[src/rtl/cnu_pkg.sv]
// Shared constants for the check-node unit datapath.
// Build option: RCA_OVF_STICKY_EN enables the sticky carry flag in ripple_carry_adder.
package cnu_pkg;

  localparam int CNU_ADD_WIDTH = 5;

endpackage

[src/rtl/full_adder.sv]
// One-bit full adder cell, chained to form the ripple-carry adder.
// Build option: RCA_OVF_STICKY_EN has no effect on this cell.
module full_adder (
  input  logic a,
  input  logic b,
  input  logic cin,
  output logic sum,
  output logic cout
);

  logic p;

  // Propagate term shared by sum and carry.
  always_comb begin
    p    = a ^ b;
    sum  = p ^ cin;
    cout = (a & b) | (cin & p);
  end

endmodule

[src/rtl/ripple_carry_adder.sv]
// Unsigned ripple-carry adder with a registered result copy.
// Build option: define RCA_OVF_STICKY_EN to make OVF_STICKY a sticky carry flag.
module ripple_carry_adder
  import cnu_pkg::*;
#(
  parameter int WIDTH = CNU_ADD_WIDTH
) (
  input  logic             clk,
  input  logic             rst_n,
  input  logic [WIDTH-1:0] A,
  input  logic [WIDTH-1:0] B,
  output logic [WIDTH-1:0] SUM,
  output logic             COUT,
  output logic [WIDTH-1:0] SUM_Q,
  output logic             COUT_Q,
  output logic             OVF_STICKY
);

  logic [WIDTH:0]   c;
  logic [WIDTH-1:0] sum_d;
  logic [WIDTH-1:0] sum_q;
  logic             cout_q;

  assign c[0] = 1'b0;

  for (genvar i = 0; i < WIDTH; i++) begin : g_bit
    full_adder u_fa (
      .a    (A[i]),
      .b    (B[i]),
      .cin  (c[i]),
      .sum  (sum_d[i]),
      .cout (c[i+1])
    );
  end

  assign SUM  = sum_d;
  assign COUT = c[WIDTH];

`ifdef RCA_OVF_STICKY_EN
  logic ovf_q;
  logic ovf_d;

  assign ovf_d = ovf_q | c[WIDTH];
`endif

  // Capture the combinational result every edge; reset clears at once.
  always_ff @(posedge clk or negedge rst_n) begin
    if (!rst_n) begin
      sum_q  <= '0;
      cout_q <= 1'b0;
`ifdef RCA_OVF_STICKY_EN
      ovf_q  <= 1'b0;
`endif
    end else begin
      sum_q  <= sum_d;
      cout_q <= c[WIDTH];
`ifdef RCA_OVF_STICKY_EN
      ovf_q  <= ovf_d;
`endif
    end
  end

  assign SUM_Q  = sum_q;
  assign COUT_Q = cout_q;

`ifdef RCA_OVF_STICKY_EN
  assign OVF_STICKY = ovf_q;
`else
  assign OVF_STICKY = 1'b0;
`endif

endmodule

[config.mk]
export PLATFORM = sky130hd
export DESIGN_NAME = ripple_carry_adder
export DESIGN_NICKNAME = d
export VERILOG_FILES = /design/src/rtl/cnu_pkg.sv /design/src/rtl/full_adder.sv /design/src/rtl/ripple_carry_adder.sv
export SDC_FILE = /design/constraint.sdc
export NUM_CORES = 1
export LEC_CHECK = 0
export CORE_AREA = 2 2 39 41
export CTS_CLUSTER_SIZE = 28
export DETAILED_ROUTE_END_ITERATION = 12
export DIE_AREA = 0 0 41 43
export PLACE_DENSITY = 0.62
export SKIP_CTS_REPAIR_TIMING = 1
export SLEW_MARGIN = 25
export SYNTH_ARGS = -nofsm -noshare
export SYNTH_HDL_FRONTEND = slang
export SYNTH_SLANG_ARGS = --single-unit
[constraint.sdc]
create_clock -name clk -period 4.4 [get_ports clk]
set_input_delay 0.88 -clock clk [delete_from_list [all_inputs] [get_ports clk]]
set_output_delay 0.88 -clock clk [all_outputs]
set_load 0.02 [all_outputs]
==> impl_metrics.toml <==
[outcome]
status = "completed"

[setup_path]
cp_slowest_cell = "clkdlybuf4s50_1"
path_buf_inv = 2
worstPathMaxFanout = 2
crit_path_start_kind = "input port"
worst_ep_arrival_time_ps = 3390
max_stage_delay_ps = 610
worstSetupPathType = "input port to output pin"
endpoint_kind = "output pin"
cp_common_cell = "fa_1"
worstPathRequired_ps = 3520
crit_chain = "clkdlybuf4s50_1 > ha_1 > fa_1 > fa_1 > fa_1 > clkdlybuf4s50_1"
path_delay_family = "adder cells"

[clock_tree]
cts_tree = "built"
cts.reportedPaths.clkPinSlew_ps = 40
cts_sinks = 6
cts_inserted_buffers = 3
clock_path_buffers = 2
clock-root-buffer = "clkbuf_4"
htreeDepth = 1

[global_routing]
grt_overflow_total = 0
grt_pass1_wl_microns = 793
antenna_found_initial = 0
grt_max_degree = 7
grt_pass1_vias = 222
grtUsageTotal_pct = 7.09

[synth]
synthXorXnorAreaFrac_pct = 0
synth_top_family_by_area = "adder cells"
muxShareOfSynthArea_pct = 0
yosysSeqAreaShare_pct = 48.4
synth_seq_cells = 6
synth_compound_gate_area_share_pct = 0
ys_types = 6
synth_fa_ha_area_share_pct = 29.8
avgSynthCellArea_sq_um = 13.5
syn_nets = 40
ys_warn_count = 0
synth_cells = 23
syn_area_sq_um = 310
synthSimpleGateAreaFrac_pct = 0

[pwr]
ir_worst_vdd_v = 0.0000762
leakagePower_nw = 0.256
powerDensity_mw_per_mm2 = 357

[route]
wire_per_inst_microns = 8.37
drtIter0Drc = 0
route.detailed.drc = 0
vias = 213
ant_nets = 0
wirelength_microns = 502
dr.pass1.iters = 1
avgViaCountPerCell = 3.55

[sta]
hold_violations = 0
fin_crit_sh_pct = 97.1
grt_setup_unrepaired = "no"
finalSetupTns_ps = 0
finalMaxSlewViolations = 0
max_freq_mhz = 234
setup_ws_ps = 127
min_period_ps = 4270
setup_viol = 0

[final_layout]
nets = 63
drive_gt1_share_pct = 11.4
n_antenna_cell = 0
final_common_cell = "clkdlybuf4s50_1"
n_fill_cell = 141
final_cell_mix = "clkdlybuf4s50_1 (21), dfrtp_1 (6), inv_1 (5)"
area_delta_synth_final_pct = 75.0

[die]
ios = 25
die_y_microns = 43
core-area_sq_mm = 0.00138
die_area_sq_mm = 0.00176
start_util_pct = 22.4
rows = 14
die_w_microns = 41

[placement]
dp_worst_setup_slack_ps = -284
hpwlAfterDp_microns = 466
place.gp.congestion = 0.613
port_buffers = 23

[run]
drv_cap = 0

[min_path]
hp-class = "input port to asynchronous set/reset pin"
## worst max path at each step
| stage | slack [ps] | start | cells after the start | to |
|---|---|---|---|---|
| 6_report | 130 | A[0] | 6 | SUM[3] |
| 5_1_grt | 10 | A[0] | 6 | SUM[3] |
| 4_1_cts | -290 | A[0] | 9 | SUM[4] |
| 3_5_place_dp | -280 | A[0] | 9 | SUM[4] |
| 3_3_place_gp | -270 | A[0] | 9 | SUM[4] |
| 2_1_floorplan | 690 | A[0] | 8 | SUM[4] |
## through the flow
stage          hold WS, ps  power (mW)  util (%)  cells  cell area [sq um]
6_report               879       0.194      39.2     60                543
5_1_grt                903       0.206      39.2     60                543
4_1_cts                881       0.199      39.4     60                546
3_5_place_dp          1130       0.150      37.8     57                523
3_3_place_gp          1130       0.150      37.8     57                523
2_1_floorplan          584       0.112         -     23                310
## area by class of cell
type | instances | area, sq um | area share (%)
Inverter | 5 | 18.8 | 3.46
Timing Repair Buffer | 24 | 235 | 43.3
Multi-Input combinational cell | 6 | 96.3 | 17.7
Sequential cell | 6 | 150 | 27.6
Clock buffer | 3 | 22.5 | 4.15
Tap cell | 16 | 20.0 | 3.69
## logic make-up (layout without fill, tap and decap cells)
kind of cell | count (synthesis) | after routing
buf+inv | 11 | 32
flops | 6 | 6
fa+ha+maj | 5 | 5
other cells | 1 | 1
## power breakdown
part	leakage [nW]	internal (mW)	total [mW]	switching, mW
logic	0.172	0.0421	0.0807	0.0387
registers	0.0700	0.0637	0.0655	0.00180
clock network	0.0138	0.0307	0.0476	0.0169
## per-layer routing
layer | global-route usage, % | wire (microns) | vias up
met4 | 10.0 | 0 | 0
met2 | 10.3 | 269 | 13
met3 | 0 | 52 | 0
met5 | 0 | 0 | -
li1 | - | - | 100
met1 | 7.28 | 181 | 100
## flip-flops by register name, summed over array words and instances (netlist names)
| register | flops |
|---|---|
| SUM_Q | 5 |
| COUT_Q | 1 |
## cells in the mapped netlist
cell,count,area share (%)
conb_1,1,1.2
buf_4,6,15
ha_1,1,4.0
dfrtp_1,6,48
fa_1,4,26
inv_1,5,6.0
(Power assumes the default switching activity.)
==> RTL change 1 (same flow settings) <==
The option `RCA_OVF_STICKY_EN` is turned on by a define.
--- a/src/rtl/ripple_carry_adder.sv
+++ b/src/rtl/ripple_carry_adder.sv
@@ -1,5 +1,7 @@
 // Unsigned ripple-carry adder with a registered result copy.
 // Build option: define RCA_OVF_STICKY_EN to make OVF_STICKY a sticky carry flag.
+`define RCA_OVF_STICKY_EN
+
 module ripple_carry_adder
   import cnu_pkg::*;
 #(
Check against the original RTL: not equivalent (Yosys sat finds a counterexample within 4 cycles, from zero or initial values and one cycle with rst_n low).
==> RTL change 1 against the unedited design <==
  * Hold slack got worse by 410 ps
  * Cell area rose by 12%
  * Power rose by 12%
  * Sequential cell count rose by 1
  * Combinational power rose by 5.1%
  * Area after synthesis rose by 12%
  * First-iteration DRC count rose by 1
  * Worst setup slack improved by 69 ps
  * Critical endpoint is now SUM[4]
  * Count of clock-buffer cells in the layout rose by 1
  * Routed wire length rose by 39%
==> RTL change 1: results (changes against the unedited design) <==
- Commonest cells post-synth: 10 x inv_1, 7 x dfrtp_1, 5 x buf_4, 4 x fa_1 (was 6 x buf_4, 6 x dfrtp_1, 5 x inv_1, 4 x fa_1)
- Root Driver: clkbuf_4 (unchanged)
- Drt drc: 0 (unchanged)
- Vias in the first global route: 242 (was 222)
- Clock Tree Buf Depth: 2 (unchanged)
- Crit path DAT: 3320 ps (was 3390 ps)
- # diodes: 0 (unchanged)
- First-pass GRT wire length: 993 um (was 793 um)
- Syn_nets: 45 (was 40)
- Final nets: 70 (was 63)
- Total CTS buffers: 3 (unchanged)
- Initial antenna violation count: 0 (unchanged)
- Share of layout cells above drive strength 1: 7.692% (was 11.36%)
- Post-Place Cell Area: 579.3 um2 (was 523.0 um2)
- CP endpoint: SUM[4] (was SUM[3])
- Via count: 259 (was 213)
- Status: finished, final reports clean (unchanged)
- Worst-margin pin slew: a little under 300 ps
- Peak VDD IR: 0.1090 mV (was 0.07621 mV)
- DR pass1 iterations: 2 (was 1)
- Avg WL per Cell: 10.28 um (was 8.367 um)
- Type of the tightest min-delay check: flip-flop to flip-flop (was input port to async pin)
- CP startpoint: A[0] (unchanged)
- Register-to-register setup slack: between 3000 and 4000 ps
- PortBufs: 24 (was 23)
- Max reg flops: 5 (unchanged)
- Reg-to-Reg Start: OVF_STICKY
- Post-DP HPWL: 644.2 um (was 466.4 um)
- Leakage dissipation: 0.3025 nW (was 0.2561 nW)
- First-iteration detailed-routing DRC count: 1 (was 0)
- Pint: 0.0001515 W (was 0.0001364 W)
- Crit Path Max Fanout: 2 (unchanged)
- Largest cells by area after synthesis: dfrtp_1 50%, fa_1 23%, buf_4 11% (was dfrtp_1 48%, fa_1 26%, buf_4 15%)
- Netlist cell types: 6 (unchanged)
- Setup Skew: 0 ps
- GP Congestion: 0.5350 (was 0.6130)
- R2r worst-path depth: 1
- Seq/Total Area, Yosys: 50.18% (was 48.39%)
- Largest net degree at the start of global routing: 8 (was 7)
- Tot GR Track Use: 9.878% (was 7.092%)
[RTL change 1: cell count changes after synthesis]
cell      before  now
inv_1          5   10
buf_4          6    5
dfrtp_1        6    7
conb_1         1    0
nand2b_1       0    1
[RTL change 1: kinds of logic (layout without fill, tap and decap cells)]
family / count (synthesis) / in the layout / share of synthesized area (%)
buffers and inverters: 15 / 39 / 21.51
flip-flops: 7 / 7 / 50.18
adder cells (fa/ha/maj): 5 / 5 / 26.52
AND/OR/NAND/NOR: 1 / 1 / 1.793
[RTL change 1: worst min path at each step]
stage | startpoint | end | slack, ps | cells after the start
4_1_cts | OVF_STICKY | OVF_STICKY | 470 | 1
3_3_place_gp | OVF_STICKY | OVF_STICKY | 460 | 1
3_5_place_dp | OVF_STICKY | OVF_STICKY | 460 | 1
2_1_floorplan | rst_n | COUT_Q | 580 | 0
6_report | OVF_STICKY | OVF_STICKY | 470 | 1
5_1_grt | OVF_STICKY | OVF_STICKY | 500 | 1
[RTL change 1: area by class of cell]
| class | count | area, um2 |
|---|---|---|
| well taps | 16 | 20.02 |
| clock buffers | 4 | 26.28 |
| repair buffers | 25 | 252.7 |
| multi-input cells | 6 | 98.84 |
| inverters | 10 | 37.54 |
| fillers | 145 | 773.2 |
| flip-flops and latches | 7 | 175.2 |
[RTL change 1: stage by stage]
stage / setup WS (ps) / TNS (ps) / hold slack, ps / cells / util [%]
after floorplan: 850.3 / 0 / 581.5 / 28 / -
after global placement: -106.3 / -106.3 / 455.2 / 64 / 41.86
after detailed placement: -214.0 / -216.9 / 457.0 / 64 / 41.86
after CTS: -222.2 / -232.4 / 468.7 / 68 / 43.76
after global routing: 89.28 / 0 / 501.8 / 68 / 44.12
final: 196.3 / 0 / 473.1 / 68 / 44.12
[RTL change 1: per-layer routing]
layer  vias up  track usage (%)  routed length [um]
li1        119                -                   -
met1       126            8.081                 189
met2        12            16.25                 454
met3         2            3.141                  34
met4         0            10.00                  21
met5         -                0                   0
[RTL change 1: power groups by stage]
stage	clock network (W)	logic [W]	registers, W
2_1_floorplan	0	0.0000337	0.0000874
3_3_place_gp	0	0.0000843	0.0000756
3_5_place_dp	0	0.0000867	0.0000763
4_1_cts	0.0000576	0.0000868	0.0000752
5_1_grt	0.0000629	0.0000911	0.0000753
6_report	0.0000567	0.0000848	0.0000749
[RTL change 1: worst max-delay path: stages]
cell             delay, ps
clkdlybuf4s50_1        410
ha_1                   230
fa_1                   380
inv_1                   80
fa_1                   160
inv_1                   50
fa_1                   350
inv_1                   80
fa_1                   400
inv_1                   80
dlymetal6s2s_1         220
==> RTL change 2 (same flow settings) <==
Without the edit above. Add an input register stage for `A` and `B`, with the module's reset; this delays them by one clock.
--- a/src/rtl/ripple_carry_adder.sv
+++ b/src/rtl/ripple_carry_adder.sv
@@ -16,6 +16,19 @@
   output logic             OVF_STICKY
 );
 
+  logic [WIDTH-1:0] A_q;
+  logic [WIDTH-1:0] B_q;
+
+  always_ff @(posedge clk or negedge rst_n) begin
+    if (!rst_n) begin
+      A_q <= '0;
+      B_q <= '0;
+    end else begin
+      A_q <= A;
+      B_q <= B;
+    end
+  end
+
   logic [WIDTH:0]   c;
   logic [WIDTH-1:0] sum_d;
   logic [WIDTH-1:0] sum_q;
@@ -25,8 +38,8 @@
 
   for (genvar i = 0; i < WIDTH; i++) begin : g_bit
     full_adder u_fa (
-      .a    (A[i]),
-      .b    (B[i]),
+      .a    (A_q[i]),
+      .b    (B_q[i]),
       .cin  (c[i]),
       .sum  (sum_d[i]),
       .cout (c[i+1])
Formal check against the unedited RTL: not equivalent (Yosys sat finds a counterexample within 4 cycles, from zero or initial values and one cycle with rst_n low).
==> RTL change 2 against the unedited design <==
  * Power grew 75%
  * Global-route usage grew 3.2 points
  * Area after synthesis grew 81%
  * Die area is the same
  * Critical path depth grew 2
  * Cell area grew 48%
  * Sequential cell count grew 10
  * Worst setup slack gained 250 ps
  * Sequential power grew to 2.5 times the old value
  * Routed wire length grew 42%
==> RTL change 2: results (changes against the unedited design) <==
- CP max stage cell: clkdlybuf4s50_1 (unchanged)
- Via count: 288 (was 213)
- Max H-tree Level: 1 (unchanged)
- Setup Skew: between 2 and 2.5 ps
- Netlist cell types: 6 (unchanged)
- Peak VDD IR: 0.2340 mV (was 0.07621 mV)
- First-pass GRT wire length: 1.166 mm (was 793 um)
- Leakage dissipation: 0.3654 nW (was 0.2561 nW)
- Ys async rst share: 100.0% (unchanged)
- # diodes: 0 (unchanged)
- CP peak stage delay: about 600 ps
- Final nets: 72 (was 63)
- Share of layout cells above drive strength 1: 7.407% (was 11.36%)
- Avg WL per Cell: 10.17 um (was 8.367 um)
- Clock-pin slew on the worst setup and hold paths: 90 ps (was 40 ps)
- Commonest cells post-synth: 16 x dfrtp_1, 6 x buf_4, 5 x inv_1, 4 x fa_1 (was 6 x buf_4, 6 x dfrtp_1, 5 x inv_1, 4 x fa_1)
- Largest cells by area after synthesis: dfrtp_1 71%, fa_1 14%, buf_4 8.0% (was dfrtp_1 48%, fa_1 26%, buf_4 15%)
- Type of the tightest min-delay check: flip-flop to flip-flop (was input port to async pin)
- Syn_nets: 50 (was 40)
- Syn. warnings: 0 (unchanged)
- Tot GR Track Use: 10.26% (was 7.092%)
- GP Congestion: 0.5728 (was 0.6130)
- Crit Path Max Fanout: 2 (unchanged)
- Clock Tree Buf Depth: 2 (unchanged)
- Initial antenna violation count: 0 (unchanged)
- First-iteration detailed-routing DRC count: 0 (unchanged)
- Total CTS buffers: 3 (unchanged)
- CP top delay family: adder cells (unchanged)
- Crit path DAT: 3140 ps (was 3390 ps)
- Status: finished, final reports clean (unchanged)
- Largest net degree at the start of global routing: 17 (was 7)
- DR pass1 iterations: 1 (unchanged)
- Filler Cells Inserted: 116 (was 141)
- Seq/Total Area, Yosys: 71.43% (was 48.39%)
[RTL change 2: kinds of logic (layout without fill, tap and decap cells)]
family,Yosys count,after routing,share of synthesized area [%]
other,1,1,0.6690
flip-flops,16,16,71.43
buffers and inverters,11,32,11.38
adder cells (fa/ha/maj),5,5,16.52
[RTL change 2: cell type report]
class / instances / area share, %
Tap cell: 16 / 2.496
Sequential cell: 16 / 49.92
Multi-Input combinational cell: 6 / 12.01
Inverter: 5 / 2.340
Timing Repair Buffer: 23 / 28.71
Clock buffer: 4 / 4.524
[RTL change 2: per-stage QoR]
stage	setup WS (ps)	cells	instance area (um2)
3_3_place_gp	701.3	66	765.7
2_1_floorplan	1217	33	560.5
6_report	376.8	70	802.0
4_1_cts	360.5	70	802.0
3_5_place_dp	676.8	66	765.7
5_1_grt	238.1	70	802.0
[RTL change 2: path summary, 6_finish.rpt]
path | slack [ps] | start | endpoint | cells after the start
max in group asynchronous | 2980 | rst_n | A_q[0] | 1
max reg2reg | 2080 | B_q[0] | SUM_Q[4] | 7
min reg2reg | 510 | A_q[0] | SUM_Q[0] | 1
min | 510 | A_q[0] | SUM_Q[0] | 1
max | 380 | B_q[0] | SUM[4] | 8
min in group asynchronous | 990 | rst_n | SUM_Q[2] | 1
[RTL change 2: per-layer routing]
metal	track usage (%)	routed length, um	vias to the layer above
met2	15.31	353	19
met3	3.141	71	2
li1	-	-	130
met1	12.50	272	137
met5	0	0	-
met4	6.000	16	0
[RTL change 2: report_power, final]
part,switching (W),internal [W],leakage [nW]
clock network,0.0000445,0.0000503,0.0210
logic,0.0000388,0.0000417,0.158
registers,0.00000404,0.000160,0.187
total,0.0000873,0.000252,0.365
